### src/rtl/msrv32_instr_fetch.sv
// msrv32_instr_fetch
//   Instruction-fetch front end. Issues word addresses to instruction memory,
//   captures returned words (with their PCs) into a small prefetch FIFO and
//   presents the FIFO head to decode with a valid/stall handshake. Branch and
//   trap redirects drop everything buffered or in flight and restart fetch at
//   the redirect target; a misaligned target parks the unit until the next
//   redirect.
//
// Ports
//   ms_riscv32_mp_clk_in     : clock, rising edge
//   ms_riscv32_mp_rst_in     : synchronous active-high reset
//   ms_riscv32_mp_imaddr_out : instruction memory word address (bits[1:0]=0)
//   ms_riscv32_mp_imreq_out  : address-phase request valid
//   ms_riscv32_mp_hready_in  : memory accepts imaddr this cycle
//   ms_riscv32_mp_instr_in   : read data, valid one cycle after acceptance
//   redirect_in/_pc_in       : one-cycle redirect pulse and its target
//   stall_in                 : decode not accepting this cycle
//   instr_valid_out          : instr_out/pc_out hold a real instruction
//   instr_out / pc_out       : FIFO head instruction (NOP when empty) and PC
//   flush_out                : ~instr_valid_out
//   misaligned_out           : last redirect target was not word aligned
module msrv32_instr_fetch #(
  parameter logic [31:0] BOOT_ADDR  = 32'h0000_0000,
  parameter int unsigned FIFO_DEPTH = 2
) (
  input  logic        ms_riscv32_mp_clk_in,
  input  logic        ms_riscv32_mp_rst_in,
  output logic [31:0] ms_riscv32_mp_imaddr_out,
  output logic        ms_riscv32_mp_imreq_out,
  input  logic        ms_riscv32_mp_hready_in,
  input  logic [31:0] ms_riscv32_mp_instr_in,
  input  logic        redirect_in,
  input  logic [31:0] redirect_pc_in,
  input  logic        stall_in,
  output logic        instr_valid_out,
  output logic [31:0] instr_out,
  output logic [31:0] pc_out,
  output logic        flush_out,
  output logic        misaligned_out
);

  localparam int unsigned PTR_W = (FIFO_DEPTH > 1) ? $clog2(FIFO_DEPTH) : 1;
  localparam int unsigned CNT_W = $clog2(FIFO_DEPTH + 1);
  localparam logic [31:0] NOP   = 32'h0000_0013;

  typedef enum logic [1:0] {
    S_BOOT = 2'd0,
    S_RUN  = 2'd1,
    S_HOLD = 2'd2
  } state_t;

  state_t             state_q, state_d;
  logic [31:0]        fetch_pc_q, fetch_pc_d;
  logic               inflight_q, inflight_d;
  logic [31:0]        inflight_pc_q, inflight_pc_d;
  logic               misaligned_q, misaligned_d;
  logic [PTR_W-1:0]   rd_ptr_q, rd_ptr_d;
  logic [PTR_W-1:0]   wr_ptr_q, wr_ptr_d;
  logic [CNT_W-1:0]   count_q, count_d;
  logic [31:0]        instr_mem_q [FIFO_DEPTH];
  logic [31:0]        instr_mem_d [FIFO_DEPTH];
  logic [31:0]        pc_mem_q    [FIFO_DEPTH];
  logic [31:0]        pc_mem_d    [FIFO_DEPTH];

  logic               head_valid;
  logic               deq;
  logic               enq;
  logic               accept;
  logic               imreq;
  logic               target_misaligned;
  logic [31:0]        occupancy;
  logic               room;

  function automatic logic [PTR_W-1:0] ptr_inc(input logic [PTR_W-1:0] p);
    if (32'(p) == FIFO_DEPTH - 1) return '0;
    else                          return p + 1'b1;
  endfunction

  assign head_valid        = (count_q != '0);
  assign deq               = head_valid & ~stall_in;
  assign enq               = inflight_q;
  assign accept            = imreq & ms_riscv32_mp_hready_in;
  assign target_misaligned = |redirect_pc_in[1:0];

  // Buffered plus in-flight words must still fit once this cycle's dequeue
  // retires, so an accepted request can never land in a full FIFO.
  assign occupancy = 32'(count_q) + 32'(inflight_q);
  assign room      = occupancy < (FIFO_DEPTH + 32'(deq));

  // State register
  always_ff @(posedge ms_riscv32_mp_clk_in) begin
    if (ms_riscv32_mp_rst_in) state_q <= S_BOOT;
    else                      state_q <= state_d;
  end

  // Next-state logic; a redirect wins in every state
  always_comb begin
    state_d = state_q;
    if (redirect_in) begin
      state_d = target_misaligned ? S_HOLD : S_RUN;
    end else begin
      unique case (state_q)
        S_BOOT:  state_d = S_RUN;
        S_RUN:   state_d = S_RUN;
        S_HOLD:  state_d = S_HOLD;
        default: state_d = S_BOOT;
      endcase
    end
  end

  // FSM outputs
  always_comb begin
    imreq = 1'b0;
    if (state_q == S_RUN && !redirect_in && room) imreq = 1'b1;
  end

  // Datapath next-state
  always_comb begin
    fetch_pc_d    = fetch_pc_q;
    inflight_d    = 1'b0;
    inflight_pc_d = inflight_pc_q;
    misaligned_d  = misaligned_q;
    rd_ptr_d      = rd_ptr_q;
    wr_ptr_d      = wr_ptr_q;
    count_d       = count_q;
    instr_mem_d   = instr_mem_q;
    pc_mem_d      = pc_mem_q;

    if (redirect_in) begin
      // Clearing inflight here drops the word returning this cycle; no
      // request is issued during a redirect, so nothing else can be pending.
      fetch_pc_d   = redirect_pc_in;
      misaligned_d = target_misaligned;
      rd_ptr_d     = '0;
      wr_ptr_d     = '0;
      count_d      = '0;
    end else begin
      if (accept) begin
        inflight_d    = 1'b1;
        inflight_pc_d = fetch_pc_q;
        fetch_pc_d    = fetch_pc_q + 32'd4;
      end
      if (enq) begin
        instr_mem_d[wr_ptr_q] = ms_riscv32_mp_instr_in;
        pc_mem_d[wr_ptr_q]    = inflight_pc_q;
        wr_ptr_d              = ptr_inc(wr_ptr_q);
      end
      if (deq) rd_ptr_d = ptr_inc(rd_ptr_q);
      unique case ({enq, deq})
        2'b10:   count_d = count_q + 1'b1;
        2'b01:   count_d = count_q - 1'b1;
        default: count_d = count_q;
      endcase
    end
  end

  always_ff @(posedge ms_riscv32_mp_clk_in) begin
    if (ms_riscv32_mp_rst_in) begin
      fetch_pc_q    <= BOOT_ADDR;
      inflight_q    <= 1'b0;
      inflight_pc_q <= BOOT_ADDR;
      misaligned_q  <= 1'b0;
      rd_ptr_q      <= '0;
      wr_ptr_q      <= '0;
      count_q       <= '0;
      instr_mem_q   <= '{default: '0};
      pc_mem_q      <= '{default: '0};
    end else begin
      fetch_pc_q    <= fetch_pc_d;
      inflight_q    <= inflight_d;
      inflight_pc_q <= inflight_pc_d;
      misaligned_q  <= misaligned_d;
      rd_ptr_q      <= rd_ptr_d;
      wr_ptr_q      <= wr_ptr_d;
      count_q       <= count_d;
      instr_mem_q   <= instr_mem_d;
      pc_mem_q      <= pc_mem_d;
    end
  end

  assign ms_riscv32_mp_imreq_out  = imreq;
  assign ms_riscv32_mp_imaddr_out = {fetch_pc_q[31:2], 2'b00};
  assign instr_valid_out          = head_valid;
  assign flush_out                = ~head_valid;
  assign misaligned_out           = misaligned_q;
  assign instr_out                = head_valid ? instr_mem_q[rd_ptr_q] : NOP;
  // With nothing buffered, pc_out shows the next fetch address
  assign pc_out = head_valid ? pc_mem_q[rd_ptr_q] : {fetch_pc_q[31:2], 2'b00};

endmodule
### config.mk
export PLATFORM = sky130hd
export DESIGN_NAME = msrv32_instr_fetch
export DESIGN_NICKNAME = d
export VERILOG_FILES = /design/src/rtl/msrv32_instr_fetch.sv
export SDC_FILE = /design/constraint.sdc
export NUM_CORES = 1
export LEC_CHECK = 0
export CELL_PAD_IN_SITES_DETAIL_PLACEMENT = 0
export CELL_PAD_IN_SITES_GLOBAL_PLACEMENT = 2
export CORE_MARGIN = 2
export CORE_UTILIZATION = 32
export DETAILED_ROUTE_END_ITERATION = 16
export HOLD_SLACK_MARGIN = 0.15
export PLACE_DENSITY = 0.86
export SYNTH_ARGS = -nofsm -noshare
export SYNTH_HDL_FRONTEND = slang
export SYNTH_SLANG_ARGS = --single-unit
### constraint.sdc
create_clock -name ms_riscv32_mp_clk_in -period 3.6 [get_ports ms_riscv32_mp_clk_in]
set_input_delay 0.72 -clock ms_riscv32_mp_clk_in [delete_from_list [all_inputs] [get_ports ms_riscv32_mp_clk_in]]
set_output_delay 0.72 -clock ms_riscv32_mp_clk_in [all_outputs]
set_load 0.03 [all_outputs]
**After elaboration in Yosys (flattened, before gate mapping)**

Cells that the tools add are included.

- Register bits: 200
- Input bits: 69
- Output and inout port bits: 100

- Add/sub/neg operators: 7
- Order comparisons: 4
- Eq/ne operators: 4
- Muxes and demuxes: 22
- Bitwise operators: 7
- Reductions and logical operators: 13

Operators by type and width:

| cell | number |
|---|---|
| $mux 32 | 11 |
| $bwmux 64 | 2 |
| $add 32x3->32 const B | 1 |
| $demux 32 s1 | 1 |
| $pmux 2 s2 | 2 |
| $reduce_bool 2->1 | 3 |
| $reduce_or 2->1 | 3 |
| $eq 2x1->1 const B | 2 |
| $eq 2x2->1 const B | 2 |
| $ge 2x2->1 const B | 2 |
| $mux 1 | 4 |
| $mux 2 | 2 |
| $not 1->2 | 2 |
| $reduce_and 2->1 | 2 |
| $add 2x1->3 | 1 |
| $add 2x1->3 const A | 1 |
| $logic_and 1x1->1 | 3 |
| $lt 3x3->1 | 1 |
| $not 1->1 | 3 |
| $add 1x1->1 const B | 2 |
| $add 2x1->2 const B | 1 |
| $and 1x1->1 | 2 |
| $logic_not 2->1 | 1 |
| $lt 2x1->1 const B | 1 |
| other kinds (2) | 2 |

**Depth between registers and ports, before layout**

Gate-level depths: netlist (run 1).

- Word-level depth: 9
- Gate-level depth with buffers: 9

**Least setup slack after synthesis (run 1)**

Ideal clock, no wire load.

- Path type: register -> output
- Start: reg rd_ptr_q
- End: out pc_out[16]
- Arrival: 1.973 ns
- Slack: 0.907 ns
- Cell stages (with the launch flop): 5
- Buffers on the path: 2
- Path through: dfxtp_1 > clkbuf_1 > buf_1 > mux2i_1 > o21ai_0

- Longest elaborated chain between the ends: 5

RTL lines:

| what | line | text |
|---|---|---|
| start, declared | 57 | `logic [PTR_W-1:0] rd_ptr_q, rd_ptr_d;` |
| start signal, assigned | 173 | `rd_ptr_q <= rd_ptr_d;` |
| $not 1->2 (implied by the code) | 188 | `assign pc_out = head_valid ? pc_mem_q[rd_ptr_q] : {fetch_pc_q[31:2], 2'b00};` |
| $mux 32 (implied by the code) (3 in series) | 188 |  |
| $mux 32 | 188 |  |
| end, declared | 37 | `output logic [31:0] pc_out,` |

No other way between the ends. The select of a mux whose other input is x is not followed.

**Worst setup path after layout (run 1)**

- Start: reg count_q[0]
- End: out pc_out[2]

- Longest elaborated chain between the ends: 2

RTL lines:

| what | line | text |
|---|---|---|
| start, declared | 59 | `logic [CNT_W-1:0] count_q, count_d;` |
| start signal, assigned | 175 | `count_q <= count_d;` |
| $reduce_bool 2->1 | 79 | `assign head_valid = (count_q != '0);` |
| $mux 32 | 188 |  |

No other way between the ends.

==> reports/metrics.yaml, run 1 <==
outcome: "complete, no violations"
worstPathCellList: "or2_1 -> inv_6 -> buf_4 -> nand2_1 -> o21ai_0 -> clkdlybuf4s50_1"
critPathLaunchType: "flop"
grt_pass1_wl_mm: 43.1
track_usage_pct: 18.0
ir_drop_mv: 0.272
slowest_delay_ps: 700
numPortBuffers: 166
post_cts.resized_instances: 0
worst_r2r_startpoint: "enq"
hpwl_mm: 18.1
synthCells: 1207
synth.distinct_cells: 54
io_pins: 169
clk_path_buf_depth: 2
wl_per_cell_um: 16.2
fp.dieH_um: 173
power.internal_uw: 3430
tns_ps: 0
path_class: "flop to primary output"
htree_levels: 4
crit_required_ps: 2880
period_share_pct: 91.7
p_seq_share_pct: 49.3
hold_class: "flop to flop"
core_area_mm2: 0.0279
vias_per_cell: 4.92
yosysWarnings: 0
rows: 61
mostFrequentLayoutCells: "nand2_1, dfxtp_1, a21oi_1, clkdlybuf4s50_1, mux2i_1"
synth.cell_area_mm2: 0.00914
crit_buf_inv: 3
hold_depth: 2
dieWidth_um: 173
final_util_pct: 41.3
path_delay_family: "buffers and inverters"
clkTransAtPathRegs_ps: 70
cts_sinks: 200
critical_path_arrival_ps: 2580
rsz0062_at_grt: "no"
drv_slew: 0
drive_gt1_share_pct: 5.65
cts_buffers: 17
finalWirelength_mm: 27.4
gp_congestion: 0.745
finalHoldViolCount: 0
reg2reg_to: "fetch_pc_q[11]"
grt_overflow: 0
max_freq_mhz: 303
cpMaxStageDelayCell: "clkdlybuf4s50_1"
drc_errors: 0
fillers: 2912
drt_first_pass_iters: 5
max-cap-violations: 0
holdPathEnd: "pc_mem_q[54]"
vias: 8309
cts_tree: "done"
final_common_cell: "nand2_1"
grt_start_max_net_pins: 96
worstRegToRegCells: 8
comb_power_share_pct: 9.0
nets: 1370
switchingPower_uw: 1220
clock_latency_ps: 430
swShare_pct: 26.3
p_leak_uw: 0.00352
synth_seq_area_share_pct: 43.8
skew_ps: 13.1
drt_iter0_markers: 510
worst_pin_slew_ps: 1060
clock_power_share_pct: 41.7
power_density_mw_per_mm2: 403
grt_pass1_vias: 7740
slew_headroom_pct: 29.1
synth-async-reset-ratio_pct: 0
holdBufCountCts: 0
ant_nets: 0
cts_root_buf: "clkbuf_16"
min_from: "pc_mem_q[54]"
period_needed_ps: 3300
path_max_fanout: 44
setup_viol: 0
end_kind: "primary output"
die_area_mm2: 0.0299
synth.avg_cell_area_um2: 7.58
initial_utilization_pct: 32.7
synth_edf_count: 0
postCtsSetupBuffers: 0
yosys_most_used_dff: "dfxtp_1"
ys_ff_latch: 200
synthToLayoutAreaGrowth_pct: 26.2
antenna_found_initial: 1
r2r_slack_ps: 990
[synthesized netlist by cell type, drive strengths merged, types with 4 or more instances]
master / count / area share [%]
a21oi: 177 / 9.7
a311oi: 6 / 0.57
a31oi: 13 / 0.89
and2: 7 / 0.48
and3: 5 / 0.34
and4: 4 / 0.38
buf: 51 / 3.6
clkbuf: 69 / 2.8
dfxtp: 200 / 44
ha: 4 / 0.55
inv: 17 / 0.73
mux2i: 71 / 7.8
nand2: 384 / 16
nand3: 19 / 1.0
nand4: 15 / 1.1
nor2: 51 / 2.1
nor3: 16 / 0.99
nor4: 7 / 0.64
o211ai: 4 / 0.33
o21ai: 41 / 2.2
o31a: 4 / 0.38
or3: 6 / 0.41
or4: 4 / 0.33
[kinds of logic (layout without fill, tap and decap cells)]
group / after synthesis / after routing / share of synthesized area (%)
fa+ha+maj: 4 / 4 / 0.547
mux: 71 / 71 / 7.77
flops: 200 / 200 / 43.8
other cells: 1 / 3 / 0.0410
compound gates: 263 / 263 / 15.9
simple gates: 526 / 526 / 24.4
buf+inv: 138 / 240 / 7.18
xor+xnor: 4 / 4 / 0.383
[routing by layer]
layer	up-vias	share of wire, %	global-route usage [%]
met3	14	5.1	3.58
met2	222	46	29.0
met4	0	1.1	3.99
met5	-	0	0
met1	3856	48	24.7
li1	4217	-	-
[state kept, by name, summed over array words and instances, names as in the netlist]
signal and cells:
instr_mem_q 64, pc_mem_q 64, fetch_pc_q 32, inflight_pc_q 32, count_q 2, state_q 2
enq 1, misaligned_out 1, rd_ptr_q 1, wr_ptr_q 1
[worst register-to-register path, cell delays in order (launching register included)]
cell	delay, ps
dfxtp_1	370
ha_1	200
ha_1	180
nor4b_2	320
nand2_1	480
nor2_2	330
buf_12	240
a21oi_1	120
a311oi_1	280
[power by group through the flow]
stage	Combinational (µW)	Clock (µW)	Sequential (µW)
finish	420	1940	2290
global route	450	2090	2300
CTS	424	2000	2290
detailed placement	422	0	2350
global placement	421	0	2350
floorplan	251	0	2320
[layout make-up]
class | instances | area (µm²) | area share, %
Inverter | 18 | 72.6 | 0.629
Timing Repair Buffer | 190 | 1890 | 16.4
Tap cell | 378 | 473 | 4.10
Clock inverter | 14 | 156 | 1.36
Sequential cell | 200 | 4010 | 34.7
Clock buffer | 18 | 439 | 3.80
Multi-Input combinational cell | 870 | 4500 | 39.0
Antenna cell | 1 | 2.50 | 0.0217
[stage by stage]
step                total power, µW  hold WS [ps]  instance area (µm²)  setup slack (ps)  instances
floorplan                      2570           431                 9150               907       1208
global placement               2770           441                10900               477       1656
detailed placement             2770           446                10900               478       1656
CTS                            4720           456                11500               165       1688
global route                   4840           474                11500              80.9       1688
finish                         4650           455                11500               297       1689
[worst max path at each step]
| stage | end | from | slack, ps | cells after the start |
|---|---|---|---|---|
| finish | pc_out[2] | count_q[0] | 300 | 6 |
| detailed placement | ms_riscv32_mp_imreq_out | stall_in | 480 | 4 |
| global placement | ms_riscv32_mp_imreq_out | stall_in | 480 | 4 |
| global route | pc_out[3] | count_q[0] | 80 | 6 |
| floorplan | pc_out[16] | rd_ptr_q | 910 | 4 |
| CTS | instr_out[2] | count_q[0] | 160 | 6 |
Note: power is estimated with default switching activity, not from simulation.
==> inputs of run 2 (changes only) <==
==> config.mk (replaced) <==
export PLATFORM = sky130hd
export DESIGN_NAME = msrv32_instr_fetch
export DESIGN_NICKNAME = d
export VERILOG_FILES = /design/src/rtl/msrv32_instr_fetch.sv
export SDC_FILE = /design/constraint.sdc
export NUM_CORES = 1
export LEC_CHECK = 0
export CORE_MARGIN = 2
export CORE_UTILIZATION = 45
export DETAILED_ROUTE_END_ITERATION = 16
export HOLD_SLACK_MARGIN = 0.15
export PLACE_DENSITY = 0.71
export SYNTH_ARGS = -nofsm -noshare
export SYNTH_HDL_FRONTEND = slang
export SYNTH_SLANG_ARGS = --single-unit
==> run 2 against run 1 <==
Non-clock buffer count shrank 5. Clock power grew 5%. Sequential power is essentially flat. Critical path depth is the same. Critical path type unchanged. Critical endpoint is now pc_out[10].
==> reports/metrics.yaml, run 2 (synthesis gave the netlist of run 1 again) <==
outcome: "complete, no violations"  # unchanged
cts_root_buf: "clkbuf_16"  # unchanged
cpMaxStageDelayCell: "clkdlybuf4s50_1"  # unchanged
worst_r2r_startpoint: "enq"  # unchanged
core_area_mm2: 0.0201  # was 0.0279 mm²
drv_slew: 0  # unchanged
slew_headroom_pct: 46.8  # was 29.1%
cts_sinks: 200  # unchanged
hold_depth: 2  # unchanged
final_common_cell: "nand2_1"  # unchanged
worstRegToRegCells: 8  # unchanged
clkTransAtPathRegs_ps: 70  # about the same
finalWirelength_mm: 24.6  # was 27.4 mm
synthToLayoutAreaGrowth_pct: 24.8  # was 26.2%
grt_overflow: 0  # unchanged
max_freq_mhz: 296  # was 303 MHz
path_max_fanout: 40  # was 44
holdPathEnd: "pc_mem_q[38]"  # was pc_mem_q[54]
grt_pass1_wl_mm: 39.4  # was 43.1 mm
dieWidth_um: 147  # was 173 µm
wl_per_cell_um: 15.6  # was 16.2 µm
track_usage_pct: 22.6  # was 18.0%
gp_congestion: 0.816  # was 0.745
nets: 1365  # was 1370
top_regs: "instr_mem_q: 64 flops, pc_mem_q: 64 flops"  # unchanged
crit_required_ps: 2880  # about the same
io_pins: 169  # unchanged
r2r_slack_ps: 1030  # was 990 ps
grt_pass1_vias: 7556  # was 7740
holdBufCountCts: 0  # unchanged
rsz0062_at_grt: "no"  # unchanged
p_leak_uw: 0.00351  # was 0.00352 µW
setup_viol: 0  # unchanged
placed_cell_area_mm2: 0.0108  # was 0.0109 mm²
die_area_mm2: 0.0215  # was 0.0299 mm²
drive_gt1_share_pct: 5.29  # was 5.65%
numPortBuffers: 166  # unchanged
drt_first_pass_iters: 5  # unchanged
drc_errors: 0  # unchanged
hold_class: "flop to flop"  # unchanged
cts_tree: "done"  # unchanged
reg2reg_to: "fetch_pc_q[11]"  # unchanged
final_util_pct: 56.8  # was 41.3%
finalHoldViolCount: 0  # unchanged
end_kind: "primary output"  # unchanged
cts_buffers: 17  # unchanged
critPathLaunchType: "flop"  # unchanged
period_needed_ps: 3380  # was 3300 ps
fillers: 1861  # was 2912
ant_nets: 0  # unchanged
initial_utilization_pct: 45.5  # was 32.7%
grt_start_max_net_pins: 177  # was 96
worst_pin_slew_ps: 798  # was 1060 ps
htree_levels: 4  # unchanged
mostFrequentLayoutCells: "nand2_1, dfxtp_1, a21oi_1, clkdlybuf4s50_1, mux2i_1"  # unchanged
vias_per_cell: 5.34  # was 4.92
fp.dieH_um: 147  # was 173 µm
tns_ps: 0  # unchanged
hpwl_mm: 16.0  # was 18.1 mm
worst_slack_ps: 221  # was 297 ps
min_from: "pc_mem_q[38]"  # was pc_mem_q[54]
max-cap-violations: 0  # unchanged
clk_path_buf_depth: 2  # unchanged
place_worst_setup_slack_ps: 502  # was 478 ps
period_share_pct: 93.9  # was 91.7%
critical_path_arrival_ps: 2660  # was 2580 ps
ir_drop_mv: 0.336  # was 0.272 mV
postCtsSetupBuffers: 0  # unchanged
path_class: "flop to primary output"  # unchanged
rows: 52  # was 61
worstPathCellList: "or2_1 -> inv_6 -> buf_4 -> nand2_1 -> o21ai_0 -> clkdlybuf4s50_1"  # unchanged
crit_buf_inv: 3  # unchanged
drt_iter0_markers: 610  # was 510
skew_ps: 10.6  # was 13.1 ps
power_density_mw_per_mm2: 416  # was 403 mW/mm²
antenna_found_initial: 2  # was 1
vias: 8421  # was 8309
path_delay_family: "buffers and inverters"  # unchanged
final_area_mm2: 0.0114  # was 0.0115 mm²
slowest_delay_ps: 710  # was 700 ps
clock_latency_ps: 450  # was 430 ps
-- run 2: cell count changes in the layout (fill, tap and decap cells not counted) --
cell / delta
bufinv_16: +2
and3_4: -1
buf_12: +1
inv_8: -3
buf_2: -1
inv_6: +3
clkinvlp_4: +1
buf_4: -5
and3_2: +1
diode_2: +1
clkinv_8: -1
clkinv_4: -2
-- run 2: worst register-to-register path: cells and delay by family, from the launching register on --
family / cells / cell delay [ps]
and+or+nand+nor: 3 / 1080
buffers and inverters: 1 / 250
AOI/OAI and AO/OA: 2 / 380
adders and majority gates: 2 / 420
DFF: 1 / 370
-- run 2: what timing repair did --
| item | in CTS | in global routing |
|---|---|---|
| setup endpoints to repair | 0 | 3 |
| gates resized for setup | 0 | 1 |
| hold endpoints to repair | 0 | 0 |
-- run 2: through the flow --
stage	power, µW	instances	hold WS [ps]
5_1_grt	4890	1577	468
4_1_cts	4770	1575	455
6_report	4740	1577	454
3_5_place_dp	2760	1543	446
2_1_floorplan	2570	1208	431
3_3_place_gp	2760	1543	441
-- run 2: per-layer routing --
metal  global-route usage, %  vias up  wire [µm]
met4                    8.79        0        632
met2                    36.2      246      11400
met1                    30.9     3923      11200
met3                    3.22       42       1340
li1                        -     4210          -
met5                       0        -          0
-- run 2: worst max path at each step --
stage                      startpoint             end  slack, ps  depth (start not counted)
after floorplan              rd_ptr_q      pc_out[16]        910                          4
after global placement     count_q[0]       pc_out[7]        590                          6
final                      count_q[1]      pc_out[10]        220                          6
after detailed placement  redirect_in  fetch_pc_q[11]        500                          7
after global routing       count_q[0]      pc_out[12]         80                          6
after CTS                  count_q[0]      pc_out[10]        120                          6
-- run 2: layout make-up --
type                       instances  area, µm²  area share, %
clock buffer                      18        439           3.85
inverter                          18       72.6          0.636
sequential                       200       4010           35.1
multi-input combinational        870       4500           39.4
timing repair buffer             185       1870           16.4
tap                              270        338           2.96
antenna                            2       5.00         0.0439
clock inverter                    14        183           1.60
-- run 2: report_power, final --
part | switching (µW) | total [µW] | leakage, µW | internal [µW]
Combinational | 233 | 415 | 0.00159 | 182
Clock | 901 | 2030 | 0.000301 | 1130
Sequential | 55.5 | 2290 | 0.00162 | 2240
Total | 1190 | 4740 | 0.00351 | 3550
